[src/rtl/if_fetch_stage.sv]
// MIPS instruction-fetch stage: owns the PC, one imem request outstanding, IF/ID update 1 edge after ack.
// Backpressure: decode freeze parks an acked word in hold_buf; taken branches squash IF/ID and redirect.
module if_fetch_stage #(
   parameter logic [31:0] RESET_PC  = 32'h0000_0000,
   parameter logic [31:0] NOP_INSTR = 32'h0000_0000
) (
   input  logic        clk,
   input  logic        rst,
   input  logic        freeze,
   input  logic        branch_taken,
   input  logic [31:0] branch_addr,
   output logic        imem_req,
   output logic [31:0] imem_addr,
   input  logic [31:0] imem_rdata,
   input  logic        imem_ack,
   output logic [31:0] if_pc,
   output logic [31:0] if_instr,
   output logic        if_valid
);

   typedef enum logic [1:0] {
      S_REQ   = 2'd0,
      S_HOLD  = 2'd1,
      S_FLUSH = 2'd2
   } state_t;

   state_t      state;
   logic [31:0] pc;
   logic [31:0] redir_pc;
   logic [31:0] hold_buf;
   logic [31:0] pc_plus4;
   logic [31:0] br_target;
   logic        ack;

   assign br_target = {branch_addr[31:2], 2'b00};
   assign pc_plus4  = pc + 32'd4;

   // Request depends only on state and reset, never on freeze/branch_taken.
   assign imem_req  = rst && (state != S_HOLD);
   assign imem_addr = pc;
   assign ack       = imem_req && imem_ack;

   always_ff @(posedge clk or negedge rst) begin
      if (!rst) begin
         state    <= S_REQ;
         pc       <= RESET_PC;
         redir_pc <= 32'd0;
         hold_buf <= 32'd0;
         if_pc    <= 32'd0;
         if_instr <= NOP_INSTR;
         if_valid <= 1'b0;
      end else begin
         case (state)
            S_REQ: begin
               if (ack) begin
                  if (branch_taken) begin
                     if_valid <= 1'b0;
                     if_instr <= NOP_INSTR;
                     pc       <= br_target;
                  end else if (freeze) begin
                     hold_buf <= imem_rdata;
                     state    <= S_HOLD;
                  end else begin
                     if_instr <= imem_rdata;
                     if_pc    <= pc_plus4;
                     if_valid <= 1'b1;
                     pc       <= pc_plus4;
                  end
               end else if (branch_taken) begin
                  // The in-flight request still completes; S_FLUSH swallows its data.
                  if_valid <= 1'b0;
                  if_instr <= NOP_INSTR;
                  redir_pc <= br_target;
                  state    <= S_FLUSH;
               end
            end
            S_HOLD: begin
               if (branch_taken) begin
                  if_valid <= 1'b0;
                  if_instr <= NOP_INSTR;
                  hold_buf <= 32'd0;
                  pc       <= br_target;
                  state    <= S_REQ;
               end else if (!freeze) begin
                  if_instr <= hold_buf;
                  if_pc    <= pc_plus4;
                  if_valid <= 1'b1;
                  pc       <= pc_plus4;
                  state    <= S_REQ;
               end
            end
            S_FLUSH: begin
               if (branch_taken) begin
                  redir_pc <= br_target;
                  if_valid <= 1'b0;
                  if_instr <= NOP_INSTR;
               end
               if (ack) begin
                  pc    <= branch_taken ? br_target : redir_pc;
                  state <= S_REQ;
               end
            end
            default: state <= S_REQ;
         endcase
      end
   end

endmodule

[config.mk]
export PLATFORM = sky130hd
export DESIGN_NAME = if_fetch_stage
export DESIGN_NICKNAME = d
export VERILOG_FILES = /design/src/rtl/if_fetch_stage.sv
export SDC_FILE = /design/constraint.sdc
export NUM_CORES = 1
export LEC_CHECK = 0
export CORE_ASPECT_RATIO = 0.5
export CORE_MARGIN = 2
export CORE_UTILIZATION = 57
export CTS_BUF_LIST = sky130_fd_sc_hd__clkbuf_2
export CTS_CLUSTER_SIZE = 16
export DETAILED_ROUTE_END_ITERATION = 8
export PLACE_DENSITY = 0.88
export SKIP_LAST_GASP = 1
export SLEW_MARGIN = 25
export SYNTH_ARGS = -nofsm -noshare
export SYNTH_HDL_FRONTEND = slang
export SYNTH_SLANG_ARGS = --single-unit
[constraint.sdc]
create_clock -name clk -period 5.77 [get_ports clk]
set_input_delay 0.8655 -clock clk [delete_from_list [all_inputs] [get_ports clk]]
set_output_delay 0.8655 -clock clk [all_outputs]
set_load 0.01 [all_outputs]
==> results.txt <==
- Half-perimeter wire length after placement: approximately 15000 um
- In this run the tool buffered the top-level ports with about 160 buffer cells.
- Fraction of the cycle the final worst path needs: 0.5925
* Global-route wire length before repair: 35260 um
* Fraction of power spent switching nets: 0.4111
- Of the total power, combinational logic draws 0.442.
* Area of the core region: around 0.014 mm2
* Slew @ Worst Pin: 1.038 ns
* Slowest Stage Delay on Critical Path: ~0.55 ns
- The number of antenna diodes in the final layout is 0.
- At the placement stage, the worst setup path has a slack of around 2.1 ns.
- Dividing the synthesized area by the synthesized cell count gives approximately 9.5 um2.
* Bufs and invs on worst path: 3
- Total number of vias: between 7000 and 8000
- Flop pwr share: 0.438
- Die span in y: just under 90 um
* Routability cong.: around 0.9
- Internal power comes to ~2.7 mW.
* Sort of element at the start of the critical path: input pin
* Per-cell via count in the routed design: just over 6
* Leakage power total: around 4.2 nW
* Capture point of the worst reg-to-reg path: imem_addr[15]
* Cell taking the most area after synthesis: dfrtp_1
- Total track usage: 0.2944
- For this run, the number of Yosys warnings is 0.
* Clk sinks: approximately 160
- Fmax: approximately 290 MHz
- Post-synthesis to final-layout area growth: 23.60%
* Cell depth of the worst flop-to-flop path: 9
- Power per cell area: about 460 mW/mm2
- Finished Cell Area: roughly 0.010 mm2
- Count of endpoints failing setup in the final report: 0
- Cell at the root of the clock tree: clkbuf_2
* Clock-pin slew of the registers on the worst-case setup and hold paths: 0.23 ns
- Ranked by instance count, the synthesized netlist is headed by 163 x dfrtp_1, 162 x nand2_1, 85 x o21ai_0.
- Number of detailed-route iterations in the first pass: 7
* Reported max-cap violation count: 0
- Die area: 0.01523 mm2
* Final period demand of the worst path: ~3.4 ns
- Of the total power, the clock network draws 0.120.
- The worst register-to-register path begins at state[0].
- RSZ-0062 raised after global routing: false
- The tightest min-delay check is of the register to register type.
* Horizontal die dimension: around 170 um
* Post-synthesis cell type count: 61
- The count of endpoints failing hold in the final timing report came to 0.
- After synthesis, the cell types taking the most area are dfrtp_1 50%, nand2_1 7.5%, o21ai_0 5.3%, mux2_2 4.9%, a22oi_1 3.1%.
- In this run the deepest clock path goes through 2 buffers.
* Number of flops mapped to enable cells by yosys: 0
- Clock tree synthesis inserted a total of 17 buffers.
- In this run the count of I/O pins placed on the die edge is 167.
* Switching Power: around 1.9 mW
- Buffers inserted during post-CTS setup optimization: 0
* Crit path setup slack, layout: roughly 2.4 ns
- Once detail routing completed, the nets flagged for antenna violations numbered 0.
* Worst IR drop on VDD: just under 0.0002 V
- Entering global routing, the biggest net connects 67 pins.
* Storage cell area: ~0.0041 mm2
* Wire length after detailed routing: between 20000 and 25000 um
- Leading cell type by number of instances after synthesis: dfrtp_1
- Maximum fanout along the worst path: 48
* Layout Skew: between 0.04 and 0.05 ns
- For the worst setup path, the data required time is approximately 4.9 ns.
- Type of element capturing the critical path: primary output
- After global routing the overflow that remains totals 0.
* Max_slew headroom: 0.3025
* Flop and latch count out of synthesis: 163
- In this run, the number of DRC markers left after iteration 0 of detailed routing was ~720.
- TritonCTS built the clock tree.
- Final design utilization: 0.7303
- In this run the most critical hold path is launched from hold_buf[31].
* Cell area after placement: approximately 0.0098 mm2
- Among all stages on the critical path, the largest delay is contributed by clkdlybuf4s50_1.
- Hold endpoint: hold_buf[31]
* Fraction of the yosys area taken by sequential cells: 0.5039
- Summing all multi-input logic gate instances after layout gives 0.003695 mm2.
- Async set or reset register ratio after synthesis: 1.000
- The net count of the finished layout is 1057.
- Cell count after synthesis: between 800 and 900
- CP top delay family: buffers and inverters
- Crit Path Category: input pin to primary output
* Total design power: ~4.6 mW
- The initial utilization of the core area, before any placement, comes to 0.5909.
* Site Rows: 30
- In the final routed layout, each cell accounts on average for approximately 19 um.
* Final sum of negative setup slack: 0 ns
* Hold path depth: 2
* Result of the run: completed
* Vias in the first global route: ~7000
- CP cell instances: dlygate4sd3_1 > buf_6 > nor2b_1 > clkdlybuf4s50_1
- Most used DFF post-synth: dfrtp_1
- Number of pins exceeding their max-slew limit in the final report: 0
- Post-synth top area share: 0.5039
* Setup slack, reg-to-reg: 2.70 ns
- CTS built an H-tree with a depth of 4.
* Arrival time at the worst endpoint: around 2.6 ns
* DRC Markers: 0
- Clock Latency Late Sink: roughly 0.76 ns
- Counting every net in the synthesized netlist gives 929.
- The number of antenna violations at the first check in global routing came to 0.
* Number of fillers in the final layout: 994
* Fraction of final layout cells sized beyond drive strength 1: 0.09940
* Post-synthesis instance area: a little over 0.008 mm2
[worst max path at each step]
stage,startpoint,endpoint,slack (ns),depth (start not counted)
finish,rst,imem_req,2.35,4
global route,rst,imem_req,2.26,4
CTS,rst,imem_req,2.32,4
detailed placement,freeze,imem_addr[21],2.12,6
global placement,freeze,imem_addr[21],2.16,6
floorplan,branch_taken,imem_addr[3],3.52,7
[logic make-up after synthesis]
group / count (synthesis) / synth area share
AO/OA/AOI/OAI: 245 / 0.1909
XOR/XNOR: 28 / 0.03029
adder cells (fa/ha/maj): 5 / 0.007728
buffers and inverters: 82 / 0.04312
flip-flops: 163 / 0.5039
multiplexers: 38 / 0.05240
AND/OR/NAND/NOR: 294 / 0.1717
[power by group through the flow]
stage | Combinational (mW) | Sequential [mW] | Clock (mW)
after floorplan | 1.12 | 2.00 | 0
after global placement | 1.92 | 1.98 | 0
after detailed placement | 2.01 | 2.02 | 0
after CTS | 2.02 | 1.99 | 0.552
after global routing | 2.20 | 2.06 | 0.602
final | 2.03 | 2.00 | 0.549
[final cells by class]
type,count,area share
sequential,163,0.4077
multi-input combinational,610,0.3693
timing repair buffer,178,0.1749
tap,192,0.02401
clock inverter,15,0.01075
clock buffer,17,0.008503
inverter,13,0.004877
[tightest hold or removal path, cell delays in order (launching register included)]
cell	delay (ns)
dfrtp_1	0.40
nand2_1	0.05
nand2_1	0.05
[layout by cell type, fill, tap and decap left out, drive strengths merged, types with 20 or more instances in the layout]
| cell type | instances |
|---|---|
| clkdlybuf4s50 | 163 |
| a21oi | 39 |
| nand2 | 162 |
| o21ai | 90 |
| dfrtp | 163 |
| mux2 | 35 |
| nor2 | 31 |
| nand3 | 41 |
| a22oi | 33 |
| xnor2 | 20 |
[state kept, by name (all words and copies together) (netlist names)]
| signal | cells |
|---|---|
| state | 2 |
| redir_pc | 32 |
| hold_buf | 32 |
| imem_addr | 32 |
| if_pc | 32 |
| if_instr | 32 |
| if_valid | 1 |
[metrics by stage]
| stage | hold WS, ns | std cells |
|---|---|---|
| finish | 0.5031 | 1188 |
| global route | 0.5263 | 1188 |
| CTS | 0.5048 | 1188 |
| detailed placement | 0.4573 | 1155 |
| global placement | 0.4494 | 1155 |
| floorplan | 0.4391 | 855 |
[timing repair]
action                    in CTS  in global routing
hold endpoints to repair      20                  0
resized for setup              0                  0
hold buffers                   1                  0
[metal layers]
metal / wire length (um) / global-route usage / up-vias
met5: 0 / 0 / -
li1: - / - / 3297
met2: 10740 / 0.4932 / 373
met3: 1783 / 0.07002 / 53
met4: 484 / 0.1189 / 0
met1: 9083 / 0.3802 / 3527
Power figures use the tool's default switching activity.
